<file path="src/rtl/clk_div_multi.sv">
// N-channel programmable clock divider / tick-enable generator.
// Ports: clk100mhz, rst_n (sync, active-low), en/load per channel,
//        div_in (packed W-bit divisors), sync_clr (restart all),
//        tick (one-cycle pulse per period), clk_out (50% divided clock).
module clk_div_multi #(
    parameter int N           = 2,
    parameter int W           = 26,
    parameter int DEFAULT_DIV = 262144
) (
    input  logic           clk100mhz,
    input  logic           rst_n,
    input  logic [N-1:0]   en,
    input  logic [N-1:0]   load,
    input  logic [N*W-1:0] div_in,
    input  logic           sync_clr,
    output logic [N-1:0]   tick,
    output logic [N-1:0]   clk_out
);

    logic [W-1:0] div_reg [N];
    logic [W-1:0] cnt     [N];

    always_ff @(posedge clk100mhz) begin
        for (int i = 0; i < N; i++) begin
            if (!rst_n) begin
                div_reg[i] <= W'(DEFAULT_DIV);
                cnt[i]     <= '0;
                tick[i]    <= 1'b0;
                clk_out[i] <= 1'b0;
            end else if (load[i] || sync_clr) begin
                // sync_clr restarts phase but keeps the divisor
                // unless this channel is also loading.
                if (load[i]) begin
                    div_reg[i] <= div_in[i*W +: W];
                end
                cnt[i]     <= '0;
                tick[i]    <= 1'b0;
                clk_out[i] <= 1'b0;
            end else if (en[i] && (div_reg[i] != '0)) begin
                if (cnt[i] == div_reg[i] - W'(1)) begin
                    cnt[i]     <= '0;
                    tick[i]    <= 1'b1;
                    clk_out[i] <= ~clk_out[i];
                end else begin
                    cnt[i]  <= cnt[i] + W'(1);
                    tick[i] <= 1'b0;
                end
            end else begin
                // Paused or halted (divisor 0): hold phase, no tick.
                tick[i] <= 1'b0;
            end
        end
    end

endmodule

</file>
<file path="config.mk">
export PLATFORM = sky130hd
export DESIGN_NAME = clk_div_multi
export DESIGN_NICKNAME = d
export VERILOG_FILES = /design/src/rtl/clk_div_multi.sv
export SDC_FILE = /design/constraint.sdc
export NUM_CORES = 1
export LEC_CHECK = 0
export CAP_MARGIN = 20
export CORE_MARGIN = 2
export CORE_UTILIZATION = 59
export DETAILED_ROUTE_END_ITERATION = 12
export GPL_ROUTABILITY_DRIVEN = 1
export PLACE_DENSITY_LB_ADDON = 0.2
export SYNTH_ARGS = -nofsm -noshare
export SYNTH_HDL_FRONTEND = slang
export SYNTH_SLANG_ARGS = --single-unit
export TNS_END_PERCENT = 5
</file>
<file path="constraint.sdc">
create_clock -name clk100mhz -period 4.2 [get_ports clk100mhz]
set_input_delay 0.42 -clock clk100mhz [delete_from_list [all_inputs] [get_ports clk100mhz]]
set_output_delay 0.42 -clock clk100mhz [all_outputs]
set_load 0.05 [all_outputs]
</file>
==> results of run 1 <==
## cells in the mapped netlist (all sizes together), types with 3 or more instances
master	number
a2111oi	3
a211oi	4
a21boi	3
a21oi	7
a31oi	5
and2	6
and3	65
and4	3
buf	7
clkbuf	20
dfxtp	4
edfxtp	104
ha	5
inv	13
mux2i	4
nand2	39
nand2b	5
nand3	32
nand3b	7
nand4	18
nor2	71
nor2b	3
nor3	42
nor3b	4
nor4	15
o211ai	5
o21ai	12
o31ai	5
or3	7
or4	6
xnor2	59
xor2	52
## cell type report
class | count | area, µm²
Sequential cell | 108 | 3200
Inverter | 13 | 48.8
Tap cell | 143 | 179
Clock inverter | 7 | 72.6
Fill cell | 850 | 3480
Multi-Input combinational cell | 518 | 3500
Timing Repair Buffer | 73 | 711
Clock buffer | 9 | 225
## routing by layer
| metal | vias up | routed length, µm |
|---|---|---|
| met3 | 27 | 1020 |
| li1 | 2577 | - |
| met4 | 0 | 319 |
| met2 | 206 | 7170 |
| met1 | 2534 | 7120 |
| met5 | - | 0 |
## worst max-delay path, stage by stage (launching register included)
cell	delay [ns]
edfxtp_1	0.46
inv_1	0.09
ha_1	0.20
nor3b_2	0.43
nand3_1	0.28
or4_1	0.55
a221oi_1	0.28
nand4_1	0.15
nor4_2	0.52
and2_1	0.21
buf_4	0.28
nor3_1	0.11
## cell families (layout without fill, tap and decap cells)
group | count (synthesis) | in the layout | share of synthesized area
AND/OR/NAND/NOR | 333 | 333 | 0.280
XOR/XNOR | 111 | 111 | 0.141
flip-flops | 108 | 108 | 0.464
AO/OA/AOI/OAI | 65 | 65 | 0.0715
buffers and inverters | 40 | 102 | 0.0285
adder cells (fa/ha/maj) | 5 | 5 | 0.00907
multiplexers | 4 | 4 | 0.00580
## final timing paths
check	slack [ns]	to	from
max reg2reg	0.33	cnt[0][14]	div_reg[0][0]
min	0.51	clk_out[1]	clk_out[1]
max	0.33	cnt[0][14]	div_reg[0][0]
min reg2reg	0.51	clk_out[1]	clk_out[1]
## report_power, final
| part | total, mW | leakage, nW | internal (mW) | switching (mW) |
|---|---|---|---|---|
| Sequential | 1.33 | 1.21 | 1.24 | 0.0868 |
| Clock | 0.867 | 0.144 | 0.466 | 0.401 |
| Combinational | 0.366 | 1.48 | 0.180 | 0.186 |
| Total | 2.56 | 2.83 | 1.88 | 0.674 |
## per-stage QoR
step | cells | util | hold WS [ns]
floorplan | 666 | - | 0.600
global placement | 854 | 0.668 | 0.500
detailed placement | 855 | 0.669 | 0.503
CTS | 871 | 0.695 | 0.515
global route | 871 | 0.695 | 0.559
finish | 871 | 0.695 | 0.513
==> reports/summary.txt, run 1 <==
run status -> completed
initial antenna violation count -> 0
Initial Utilization -> 0.604
Avg Cell Area, Syn -> 10.4 µm²
die width -> 112 µm
max-slew violations -> 0
setup slack at placement -> 0.388 ns
final wirelength -> 15600 µm
Root Driver -> clkbuf_16
DP Wirelength -> 11500 µm
DRT iter0 DRCs -> 488
Worst-Margin Slew -> 0.868 ns
VDD IR max -> 0.479 mV
post-route cell area -> 7940 µm²
Pwr per Cell Area -> 322 nW/µm²
gr ovfl total -> 0
Worst Setup Path Type -> flop to flop
critical path data arrival time -> 3.94 ns
met2 Usage GRT -> 0.404
die height -> 112 µm
RSZ-0062 raised after global routing -> no
via count -> 5344
vias in the first global route -> 5244
CTS tree -> yes
Longest Clk Path Bufs -> 2
count of input and output buffers -> 62
Final ANT Viol Nets -> 0
H-tree Lvls -> 3
DRT Pass-1 Iters -> 5
syn_nets -> 730
ratio of cells with drive above 1 in the final layout -> 0.0907
Skew-Pair Late Insertion Delay -> 0.36 ns
final worst path period share -> 0.921
top_reg_cell synth -> edfxtp_1
CP Launch Type -> flop
Final setup viols -> 0
cts hold-fix bufs -> 0
met1 global-route usage -> 0.359
setup bufs post-CTS -> 0
most common cell after layout, fill and taps aside -> edfxtp_1
Mapped Cells -> 666
TNS Setup -> 0 ns
CP Capture Type -> flop
Post-Syn Area -> 6900 µm²
CP required -> 4.27 ns
top cell type by total area after synthesis -> edfxtp_1
number of synthesized register bits -> 108
die area -> 12600 µm²
global-route wire length before repair -> 25600 µm
skew final -> 0.0101 ns
Netlist cell types -> 68
Max FO, Critical Path -> 27
Max Cap Violations -> 0
Synth top area share -> 0.453
Leak -> 2.83 nW
Ports -> 63
number of synthesized flops with an enable pin -> 104
M3 GR Usage -> 0.0556
routed len/inst -> 17.9 µm
number of buffers created by CTS -> 9
area grow syn2layout -> 15.1%
fmax -> 0.258 GHz
CTS resizes -> 0
# clock sinks -> 108
Total Routing Usage GR -> 0.256
Worst-path clk slew -> 0.08 ns
placed inst area -> 7640 µm²
commonest cells after routing, fill and taps aside -> edfxtp_1, and3_1, clkdlybuf4s50_1
worst r2r path cells -> 11
async set-reset flop share out of synthesis -> 0
Via density -> 6.14
largest net degree at the start of global routing -> 54
Hold Path Class -> flop to flop
dominant cells by area after synthesis -> edfxtp_1, xnor2_1, xor2_1
CORE AREA -> 11400 µm²
final hold vios -> 0
Rel. slew slack -> 0.420
final RePlAce weighted congestion -> 0.920
post-synthesis sequential area ratio -> 0.464
yosys warns -> 0
nets@finish -> 787
std cell rows -> 39
final setup margin -> 0.330 ns
total power -> 2.56 mW
Post-route DRC -> 0
Most Crowded Layer GR -> met2
Hold Path Depth -> 2
min Tclk post-route -> 3.87 ns
diode count -> 0
No activity file was read; power rests on OpenSTA's default activity.
==> inputs of run 2 (changes only) <==
--- a/config.mk
+++ b/config.mk
@@ -5,7 +5,6 @@
 export SDC_FILE = /design/constraint.sdc
 export NUM_CORES = 1
 export LEC_CHECK = 0
-export CAP_MARGIN = 20
 export CORE_MARGIN = 2
 export CORE_UTILIZATION = 59
 export DETAILED_ROUTE_END_ITERATION = 12
==> run 2 against run 1 <==
  * First-iteration DRC count shrank 8.8%
  * Flip-flop and latch count unchanged
  * Sequential power about the same
  * Critical path type unchanged
==> reports/summary.txt, run 2 (synthesized netlist as in run 1, its figures left out) <==
run status -> completed
Final setup viols -> 0 (unchanged)
skew final -> 0.0133 ns (+0.00311 ns)
Max Cap Violations -> 0 (unchanged)
global-route wire length before repair -> 26300 µm (+2.8%)
max-slew violations -> 0 (unchanged)
critical path data arrival time -> 3.99 ns (+0.05 ns)
die height -> 112 µm (unchanged)
Leak -> 2.85 nW (+0.50%)
Ports -> 63 (unchanged)
Post-route DRC -> 0 (unchanged)
Crit-path slowest cell -> or4_1
count of input and output buffers -> 62 (unchanged)
via count -> 5356 (+0.22%)
final wirelength -> 15600 µm (about the same)
number of buffers created by CTS -> 9 (unchanged)
VDD IR max -> 0.325 mV (-32%)
Worst-Margin Slew -> 1.23 ns (+0.364 ns)
Skew-Pair Late Insertion Delay -> 0.36 ns (about the same)
Pwr per Cell Area -> 332 nW/µm² (+2.9%)
CTS tree -> yes
Total Routing Usage GR -> 0.261 (+0.00536)
std cell rows -> 39 (unchanged)
Max FO, Critical Path -> 27 (unchanged)
final hold vios -> 0 (unchanged)
Rel. slew slack -> 0.179 (-0.241)
initial antenna violation count -> 0 (unchanged)
placed inst area -> 7620 µm² (-0.20%)
die width -> 112 µm (unchanged)
DRT Pass-1 Iters -> 5 (unchanged)
Hold Path Class -> flop to flop
RSZ-0062 raised after global routing -> no
crit-path max cell delay -> 0.56 ns (about the same)
commonest cells after routing, fill and taps aside -> edfxtp_1, and3_1, clkdlybuf4s50_1
fillcell total -> 842 (-0.94%)
Worst-path clk slew -> 0.08 ns (about the same)
post-route cell area -> 7960 µm² (+0.32%)
CP Launch Type -> flop
most common cell after layout, fill and taps aside -> edfxtp_1
Final ANT Viol Nets -> 0 (unchanged)
final RePlAce weighted congestion -> 0.920 (unchanged)
die area -> 12600 µm² (unchanged)
CP required -> 4.27 ns (about the same)
cts hold-fix bufs -> 0 (unchanged)
ratio of cells with drive above 1 in the final layout -> 0.0908 (+0.000125)
DRT iter0 DRCs -> 445 (-8.8%)
# clock sinks -> 108 (unchanged)
nets@finish -> 786 (-0.13%)
TNS Setup -> 0 ns (unchanged)
DP Wirelength -> 11400 µm (-0.83%)
Initial Utilization -> 0.604 (unchanged)
Longest Clk Path Bufs -> 2 (unchanged)
CORE AREA -> 11400 µm² (unchanged)
area grow syn2layout -> 15.4%
CP Capture Type -> flop
final worst path period share -> 0.932 (+0.0111)
routed len/inst -> 18.0 µm (about the same)
min Tclk post-route -> 3.92 ns (+0.0464 ns)
crit-path cells -> inv_1, ha_1, nor3b_2, nand3_1, or4_1, a221oi_1, nand4_1, nor4_2, and2_1, buf_4, nor3_1
vias in the first global route -> 5389 (+2.8%)
largest net degree at the start of global routing -> 54 (unchanged)
H-tree Lvls -> 3 (unchanged)
Worst Setup Path Type -> flop to flop
fmax -> 0.255 GHz (-1.2%)
Root Driver -> clkbuf_16
gr ovfl total -> 0 (unchanged)
Via density -> 6.15 (+0.22%)
CTS resizes -> 0 (unchanged)
setup bufs post-CTS -> 0 (unchanged)
==> run 2: worst paths after layout <==
kind / from / endpoint / slack (ns) / cells after the start
setup / recovery: div_reg[0][0] / cnt[0][11] / 0.28 / 11
hold / removal: clk_out[1] / clk_out[1] / 0.51 / 2
setup reg to reg: div_reg[0][0] / cnt[0][11] / 0.28 / 11
hold reg to reg: clk_out[1] / clk_out[1] / 0.51 / 2
==> run 2: metal layers <==
| metal | GRT usage | part of all wire | up-vias |
|---|---|---|---|
| li1 | - | - | 2584 |
| met1 | 0.362 | 0.45 | 2530 |
| met2 | 0.407 | 0.46 | 209 |
| met3 | 0.0599 | 0.063 | 33 |
| met4 | 0.0919 | 0.022 | 0 |
| met5 | 0 | 0 | - |
==> run 2: layout make-up <==
class / count / area (µm²) / share of cell area
Antenna cell: 1 / 2.50 / 0.000314
Clock buffer: 11 / 253 / 0.0317
Clock inverter: 5 / 82.6 / 0.0104
Inverter: 13 / 48.8 / 0.00613
Multi-Input combinational cell: 518 / 3500 / 0.439
Sequential cell: 108 / 3200 / 0.402
Tap cell: 143 / 179 / 0.0225
Timing Repair Buffer: 72 / 696 / 0.0874
==> run 2: worst max-delay path: cells and delay by family (launching register included) <==
family | cells | cell delay, ns
fa+ha+maj | 1 | 0.21
buf+inv | 2 | 0.37
simple gates | 7 | 2.24
compound gates | 1 | 0.30
flops | 1 | 0.47
==> run 2: metrics by stage <==
step	power [mW]	util	setup WS [ns]	hold slack (ns)	instances
after floorplan	1.57	-	0.883	0.600	666
after global placement	1.69	0.668	0.507	0.500	854
after global routing	2.73	0.697	0.0253	0.549	870
after CTS	2.65	0.697	0.352	0.514	870
after detailed placement	1.71	0.668	0.397	0.504	854
final	2.64	0.697	0.284	0.510	871
==> run 2: report_power, final <==
group / internal (mW) / switching (mW)
clock network: 0.557 / 0.391
logic: 0.179 / 0.187
registers: 1.24 / 0.0874
